### src/rtl/fb_clear_engine.sv
// ---------------------------------------------------------------------------
// fb_clear_engine
//
// Rectangle-fill pixel write generator that services the CLEAR command
// inside gpu_core. A clear walks a width x height region in row-major order
// and emits one framebuffer write per handshake, every write carrying the
// same clear colour. Row start addresses come from adding the stride to the
// previous row start, so the block needs no multiplier.
//
// Ports:
//   clk          block clock, rising edge
//   rst          asynchronous active-high reset
//   start        single-cycle request to begin a clear (sampled in IDLE only)
//   abort        stop after the current handshake (sampled in WRITE only)
//   fb_base      byte address of pixel (0,0)
//   fb_stride    bytes per row, added unsigned
//   fb_width     pixels per row, low DIM_WIDTH bits used
//   fb_height    row count, low DIM_WIDTH bits used
//   clear_color  pixel value written to every location
//   fb_wr_valid  write request valid
//   fb_wr_ready  downstream accepts the request
//   fb_wr_addr   pixel byte address
//   fb_wr_data   pixel data
//   busy         high while writes are being generated
//   done         one-cycle pulse when a clear finishes or is aborted
//   pixel_count  handshakes completed in the current or last clear
// ---------------------------------------------------------------------------
module fb_clear_engine #(
    parameter int ADDR_WIDTH      = 32,
    parameter int DATA_WIDTH      = 32,
    parameter int DIM_WIDTH       = 16,
    parameter int BYTES_PER_PIXEL = 4
) (
    input  logic                  clk,
    input  logic                  rst,
    input  logic                  start,
    input  logic                  abort,
    input  logic [ADDR_WIDTH-1:0] fb_base,
    input  logic [31:0]           fb_stride,
    input  logic [31:0]           fb_width,
    input  logic [31:0]           fb_height,
    input  logic [DATA_WIDTH-1:0] clear_color,
    output logic                  fb_wr_valid,
    input  logic                  fb_wr_ready,
    output logic [ADDR_WIDTH-1:0] fb_wr_addr,
    output logic [DATA_WIDTH-1:0] fb_wr_data,
    output logic                  busy,
    output logic                  done,
    output logic [31:0]           pixel_count
);

    typedef enum logic [1:0] {
        IDLE,
        WRITE,
        FINISH
    } state_t;

    localparam logic [DIM_WIDTH-1:0]  DIM_ONE = DIM_WIDTH'(1);
    localparam logic [ADDR_WIDTH-1:0] BPP_INC = ADDR_WIDTH'(BYTES_PER_PIXEL);

    state_t                  state;
    state_t                  state_next;

    logic [DIM_WIDTH-1:0]    width_in;
    logic [DIM_WIDTH-1:0]    height_in;
    logic [DIM_WIDTH-1:0]    width_r;
    logic [DIM_WIDTH-1:0]    height_r;
    logic [DIM_WIDTH-1:0]    x_cnt;
    logic [DIM_WIDTH-1:0]    y_cnt;
    logic [ADDR_WIDTH-1:0]   stride_r;
    logic [ADDR_WIDTH-1:0]   row_addr;
    logic [ADDR_WIDTH-1:0]   next_row_addr;

    logic                    handshake;
    logic                    last_col;
    logic                    last_row;

    logic                    load_cmd;
    logic                    clear_count;
    logic                    count_inc;
    logic                    step_col;
    logic                    step_row;

    // Only the low DIM_WIDTH bits of the dimensions matter; the upper bits
    // are deliberately ignored so a driver may leave junk there.
    logic                    unused_dim_bits;

    assign width_in        = fb_width[DIM_WIDTH-1:0];
    assign height_in       = fb_height[DIM_WIDTH-1:0];
    assign unused_dim_bits = ^{fb_width[31:DIM_WIDTH], fb_height[31:DIM_WIDTH]};

    // Valid, busy and done are pure decodes of the state register, so the
    // asynchronous reset clears them in the same instant it clears the state.
    assign fb_wr_valid = (state == WRITE);
    assign busy        = (state == WRITE);
    assign done        = (state == FINISH);

    assign handshake     = fb_wr_valid && fb_wr_ready;
    // width_r/height_r are never zero while in WRITE, so the minus-one
    // compares cannot underflow there.
    assign last_col      = (x_cnt == (width_r - DIM_ONE));
    assign last_row      = (y_cnt == (height_r - DIM_ONE));
    assign next_row_addr = row_addr + stride_r;

    // State register. Everything the FSM decides is computed in the
    // combinational block below; this block only holds the current state.
    always_ff @(posedge clk or posedge rst) begin
        if (rst) begin
            state <= IDLE;
        end else begin
            state <= state_next;
        end
    end

    // Next-state decode plus the datapath strobes. A handshake that arrives
    // together with abort still counts, then the walk stops; abort without a
    // handshake is the one case where a pending request is withdrawn.
    // start is only looked at in IDLE, so a start while busy or finishing is
    // silently dropped.
    always_comb begin
        state_next  = state;
        load_cmd    = 1'b0;
        clear_count = 1'b0;
        count_inc   = 1'b0;
        step_col    = 1'b0;
        step_row    = 1'b0;

        unique case (state)
            IDLE: begin
                if (start) begin
                    clear_count = 1'b1;
                    if ((width_in == '0) || (height_in == '0)) begin
                        state_next = FINISH;
                    end else begin
                        load_cmd   = 1'b1;
                        state_next = WRITE;
                    end
                end
            end

            WRITE: begin
                if (handshake) begin
                    count_inc = 1'b1;
                    if (abort) begin
                        state_next = FINISH;
                    end else if (!last_col) begin
                        step_col = 1'b1;
                    end else if (!last_row) begin
                        step_row = 1'b1;
                    end else begin
                        state_next = FINISH;
                    end
                end else if (abort) begin
                    state_next = FINISH;
                end
            end

            FINISH: begin
                state_next = IDLE;
            end

            default: begin
                state_next = IDLE;
            end
        endcase
    end

    // Datapath registers. The command is captured once at start so later
    // input changes cannot disturb a clear in flight. The next address is
    // computed and registered on each handshake, which lets the engine issue
    // one write per cycle while holding addr/data steady during stalls.
    always_ff @(posedge clk or posedge rst) begin
        if (rst) begin
            width_r     <= '0;
            height_r    <= '0;
            stride_r    <= '0;
            row_addr    <= '0;
            x_cnt       <= '0;
            y_cnt       <= '0;
            fb_wr_addr  <= '0;
            fb_wr_data  <= '0;
            pixel_count <= '0;
        end else begin
            if (load_cmd) begin
                width_r    <= width_in;
                height_r   <= height_in;
                stride_r   <= ADDR_WIDTH'(fb_stride);
                row_addr   <= fb_base;
                fb_wr_addr <= fb_base;
                fb_wr_data <= clear_color;
                x_cnt      <= '0;
                y_cnt      <= '0;
            end else if (step_col) begin
                x_cnt      <= x_cnt + DIM_ONE;
                fb_wr_addr <= fb_wr_addr + BPP_INC;
            end else if (step_row) begin
                x_cnt      <= '0;
                y_cnt      <= y_cnt + DIM_ONE;
                row_addr   <= next_row_addr;
                fb_wr_addr <= next_row_addr;
            end

            if (clear_count) begin
                pixel_count <= '0;
            end else if (count_inc) begin
                pixel_count <= pixel_count + 32'd1;
            end
        end
    end

endmodule

### config.mk
export PLATFORM = sky130hd
export DESIGN_NAME = fb_clear_engine
export DESIGN_NICKNAME = d
export VERILOG_FILES = /design/src/rtl/fb_clear_engine.sv
export SDC_FILE = /design/constraint.sdc
export NUM_CORES = 1
export LEC_CHECK = 0
export CORE_ASPECT_RATIO = 1.1
export CORE_MARGIN = 5
export CORE_UTILIZATION = 39
export DETAILED_ROUTE_END_ITERATION = 7
export PLACE_DENSITY_LB_ADDON = 0.1
export SLEW_MARGIN = 20
export SYNTH_ARGS = -nofsm -noshare
export SYNTH_HDL_FRONTEND = slang
export SYNTH_SLANG_ARGS = --single-unit
### constraint.sdc
create_clock -name clk -period 8.5 [get_ports clk]
set_input_delay 0.85 -clock clk [delete_from_list [all_inputs] [get_ports clk]]
set_output_delay 0.85 -clock clk [all_outputs]
set_load 0.01 [all_outputs]
Word-level counts from Yosys, hierarchy flattened

Cells that the tools add are included.

Register bits: 226
Bits in latches: 0
RAM bits: 0
Bits in read-only memories: 0
Output and inout bits: 99
Word-level logic and storage cells: 73
Memories kept: 0

$add $sub $neg: 7
Multiply operators: 0
Div/mod/pow operators: 0
Magnitude comparators: 0
Eq/ne operators: 9
Shift operators: 0
Multiplexer cells: 37
Bitwise operators: 0
Reduce and logical (&&, ||, !) cells: 10

Operators by type and width:

| cell                    | count |
|---|---|
| $mux W32                | 7 |
| $mux W16                | 6 |
| $add A16 B1 Y16 const B | 2 |
| $add A32 B1 Y32 const B | 1 |
| $add A32 B3 Y32 const B | 1 |
| $add A32 B32 Y32        | 1 |
| $eq A16 B16 Y1          | 2 |
| $logic_not A16 Y1       | 2 |
| $sub A16 B1 Y16 const B | 2 |
| $mux W1                 | 16 |
| $mux W2                 | 7 |
| $ne A3 B2 Y1 const B    | 3 |
| $ne A2 B2 Y1 const B    | 2 |
| $pmux W2 S2             | 1 |
| $reduce_and A4 Y1       | 1 |
| $reduce_bool A2 Y1      | 2 |
| $reduce_bool A3 Y1      | 1 |
| $eq A2 B1 Y1 const B    | 1 |
| $eq A2 B2 Y1 const B    | 1 |
| $logic_not A2 Y1        | 1 |
| $reduce_and A2 Y1       | 1 |
| $logic_and A1 B1 Y1     | 1 |
| $logic_or A1 B1 Y1      | 1 |

Logic depth before layout (Yosys ltp)

Depth after elaboration: 10
Gate-level depth with buffers: 14
Depth with buffers taken out: 11

Worst setup path after synthesis

No wires, ideal clock.

Path type: register to register
Start point: reg height_r[0]
End point: reg fb_wr_addr[6]
Setup time: 0.082 ns
Arrival: 3.246 ns
Data required time: 8.418 ns
Path slack: 5.171 ns
Stages on the path, launching flop included: 15
Path buffers: 3
Path through: dfrtp_1 > inv_1 > ha_1 > or4b_2 > clkbuf_1 > xnor2_1 > o22ai_1 > a22oi_1 > or3_1 > o311a_1 > buf_4 > nor3_4 > buf_2 > a21oi_1 > o22ai_1

Cells in the longest elaborated chain, start to end: 8

RTL lines:

| item                         | line | text |
|---|---|---|
| start, declared              | 67   | `logic [DIM_WIDTH-1:0] height_r;` |
| start signal, assigned       | 186  | `height_r <= height_in;` |
| $sub A16 B1 Y16              | 102  | `assign last_row = (y_cnt == (height_r - DIM_ONE));` |
| $eq A16 B16 Y1               | 102  |  |
| $mux W1                      | 148  | `end else if (!last_row) begin` |
| $mux W1                      | 146  | `end else if (!last_col) begin` |
| $mux W1                      | 144  | `if (abort) begin` |
| $mux W1                      | 142  | `if (handshake) begin` |
| $mux W1                      | 128  | `unique case (state)` |
| $reduce_bool A3 Y1 (no line) | n/a  |  |
| end signal, assigned         | 189  | `fb_wr_addr <= fb_base;` |
| end signal, assigned         | 195  | `fb_wr_addr <= fb_wr_addr + BPP_INC;` |
| end signal, assigned         | 200  | `fb_wr_addr <= next_row_addr;` |
| end, declared                | 45   | `output logic [ADDR_WIDTH-1:0] fb_wr_addr,` |

Every way passes these cells.
A chain may end at the register's enable or synchronous reset.

Worst setup path after layout

Start point: reg width_r[0]
End point: reg fb_wr_addr[23]

Cells in the longest elaborated chain, start to end: 8
Elaborated cells on any way between the ends: 13
Those cells by class: add/sub: 1; eq/ne: 1; mux: 10; reduce/logical: 1

RTL lines:

| item                   | line | text |
|---|---|---|
| start, declared        | 66   | `logic [DIM_WIDTH-1:0] width_r;` |
| start signal, assigned | 185  | `width_r <= width_in;` |
| $sub A16 B1 Y16 (*)    | 101  | `assign last_col = (x_cnt == (width_r - DIM_ONE));` |
| $eq A16 B16 Y1 (*)     | 101  |  |
| $mux W1                | 146  |  |
| $mux W1                | 144  |  |
| $mux W1                | 142  |  |
| $mux W1                | 128  |  |
| $mux W32               | 193  | `end else if (step_col) begin` |
| $mux W32               | 184  | `if (load_cmd) begin` |

Every way passes the cells marked *; elsewhere a longest branch is shown, timed or not.

==> impl_metrics.env <==
export IMPL_cp_required_ps=8880
export IMPL_ctsHoldBuffers=0
export IMPL_cts_root_buf="clkbuf_16"
export IMPL_rows=70
export IMPL_n_antenna_cell=0
export IMPL_critical_path_top_delay_family="simple AND/OR/NAND/NOR gates"
export IMPL_cts_sink_count=226
export IMPL_die_area_mm2=0.0377
export IMPL_clockBufferDepth=3
export IMPL_placed_cells=2158
export IMPL_h_tree_depth=1
export IMPL_max_stage_delay_ps=600
export IMPL_worstMarginPinSlew_ps=1120
export IMPL_vias=11900
export IMPL_setup_viol=0
export IMPL_start_util_pct=39.6
export IMPL_timing_slew_headroom_pct=25.1
export IMPL_drv_slew=0
export IMPL_path_buf_inv=2
export IMPL_nets=1958
export IMPL_worst_path_max_delay_cell="or4_4"
export IMPL_hold_path_class="flop to flop"
export IMPL_via_per_inst=5.41
export IMPL_tns_ps=0
export IMPL_synthFlopType="dfrtp_1"
export IMPL_drtIter0Drc=734
export IMPL_peakVddDrop_mv=0.136
export IMPL_p_leak_uw=0.00739
export IMPL_yosys_register_bits=226
export IMPL_gr_total_overflow=0
export IMPL_synth_avg_cell_area_um2=8.48
export IMPL_async_reset_ff_share_pct=100
export IMPL_path_cells="inv_1 -> ha_1 -> nor4b_2 -> a41oi_1 -> or4_4 -> or4_1 -> nand2_2 -> buf_4 -> nand3_4 -> o21ai_0 -> a211oi_1"
export IMPL_cts_tree="built"
export IMPL_synth_edff_count=0
export IMPL_fin_util_pct=50.1
export IMPL_antenna_found_initial=0
export IMPL_wl_um=39200
export IMPL_synthesis_area_mm2=0.0132
export IMPL_crit_type="flop to flop"
export IMPL_ioPinCount=264
export IMPL_rsz0062_at_grt="no"
export IMPL_clk_pin_slew_worst_paths_ps=60
export IMPL_drive_above_1_share_pct=5.08
export IMPL_cts_resized=0
export IMPL_fmax_mhz=232
export IMPL_hold_violations=0
export IMPL_dr_pass1_iters=5
export IMPL_grt_pass1_vias=11900
export IMPL_clk_latency_ps=530
export IMPL_drv_cap=0
export IMPL_ys_types=78
export IMPL_syn_nets=1762
export IMPL_crit_fanout=28
export IMPL_grt_first_pass_wirelength_um=63100
export IMPL_hpwlAfterDp_um=27700
export IMPL_die_y_um=203
export IMPL_synthCells=1559
export IMPL_grt_max_degree=163
export IMPL_finalNonFillerCells=2205
export IMPL_finalClockSkew_ps=8.93
export IMPL_die_x_um=186
export IMPL_numCtsBuffers=27
export IMPL_coreArea_mm2=0.0334
export IMPL_outcome="completed"
export IMPL_gp_congestion=0.862
export IMPL_drc_errors=0
export IMPL_critPathLaunchType="flop"
export IMPL_portBuffers=231
export IMPL_power_total_uw=5470
export IMPL_fin_crit_sh_pct=50.8
export IMPL_wire_per_inst_um=17.8
export IMPL_area_growth_pct=26.5
export IMPL_p_per_area_mw_per_mm2=327
export IMPL_critPathCaptureType="flop"
export IMPL_postCtsSetupBuffers=0
export IMPL_seq_area_frac_synth_pct=42.8
export IMPL_cp_arrival_ps=4690
export IMPL_yosys_warnings=0
export IMPL_grt_total_usage_pct=20.3
export IMPL_ant_nets=0
export IMPL_post_route_min_period_ps=4320
==> cells by family (layout without fill, tap and decap cells) <==
kind of cell,Yosys count,in the layout,share of synthesized area (%)
xor+xnor,110,110,7.29
fa+ha+maj,38,38,3.65
buf+inv,98,312,3.17
simple gates,761,761,26.8
mux,15,15,1.15
flops,226,226,42.8
compound gates,311,311,15.2
==> sequential cells by signal, summed over array words and instances, names as in the netlist <==
name	flops
fb_wr_addr	32
row_addr	32
stride_r	32
height_r	16
state	2
pixel_count	32
x_cnt	16
fb_wr_data	32
y_cnt	16
width_r	16
==> report_power, final <==
| part | internal (µW) | leakage (µW) | switching, µW |
|---|---|---|---|
| logic | 1160 | 0.00411 | 1400 |
| registers | 1410 | 0.00285 | 358 |
| clock network | 688 | 0.000432 | 454 |
==> final timing paths <==
path | slack (ps) | startpoint | end | cells after the start
max in group asynchronous | 6190 | rst | pixel_count[25] | 3
min | 470 | fb_wr_data[21] | fb_wr_data[21] | 2
max reg2reg | 4180 | width_r[0] | fb_wr_addr[23] | 11
min in group asynchronous | 840 | rst | fb_wr_data[0] | 2
max | 4180 | width_r[0] | fb_wr_addr[23] | 11
min reg2reg | 470 | fb_wr_data[21] | fb_wr_data[21] | 2
==> placed cells by master, fill, tap and decap left out, drive strengths merged, types with 9 or more instances in the layout <==
master	Yosys	routed
a211oi	11	11
a21o	25	25
a21oi	60	60
a31oi	20	20
and2	11	11
and3	31	31
buf	23	11
clkbuf	52	43
clkdlybuf4s50	0	231
dfrtp	226	226
ha	37	37
inv	23	23
mux2i	13	13
nand2	396	396
nand2b	11	11
nand3	59	59
nand4	23	23
nor2	109	109
nor3	26	26
nor4	22	22
o211ai	14	14
o21ai	95	95
o22ai	11	11
o31ai	11	11
or2	12	12
or3	20	20
or4	9	9
xnor2	58	58
xor2	52	52
==> worst register-to-register path: cells and delay by family, from the launching register on <==
kind	cells	cell delay [ps]
and+or+nand+nor	5	2300
AOI/OAI and AO/OA	3	620
buffers and inverters	2	540
DFF	1	460
adders and majority gates	1	250
==> area by class of cell <==
class,instances,area [µm²]
fill,3199,16600
clock inverter,4,45.0
inverter,23,93.8
sequential,226,5660
tap,432,541
clock buffer,43,826
timing repair buffer,242,2410
multi-input combinational,1235,7160
==> layer usage <==
| layer | vias to the layer above | GRT usage (%) | share of wire [%] |
|---|---|---|---|
| li1 | 5867 | - | - |
| met1 | 5690 | 27.6 | 45 |
| met2 | 313 | 33.6 | 47 |
| met3 | 68 | 2.90 | 5.2 |
| met4 | 0 | 6.27 | 3.0 |
| met5 | - | 0 | 0 |
==> Yosys cell counts, drive strengths merged (25+ instances only) <==
cell / n / area, µm²
xnor2: 58 / 508
a21oi: 60 / 300
nand2: 396 / 1490
nor3: 26 / 151
ha: 37 / 463
and3: 31 / 194
clkbuf: 52 / 195
nor2: 109 / 414
o21ai: 95 / 479
xor2: 52 / 455
a21o: 25 / 188
nand3: 59 / 308
dfrtp: 226 / 5660
==> through the flow <==
step | worst slack (ps) | hold WS, ps | instance area (µm²)
6_report | 4180 | 469 | 16700
5_1_grt | 3920 | 495 | 16700
4_1_cts | 4220 | 476 | 16700
3_5_place_dp | 4100 | 461 | 15900
3_3_place_gp | 4110 | 458 | 15900
2_1_floorplan | 1460 | 452 | 13200
(Power assumes the default switching activity.)
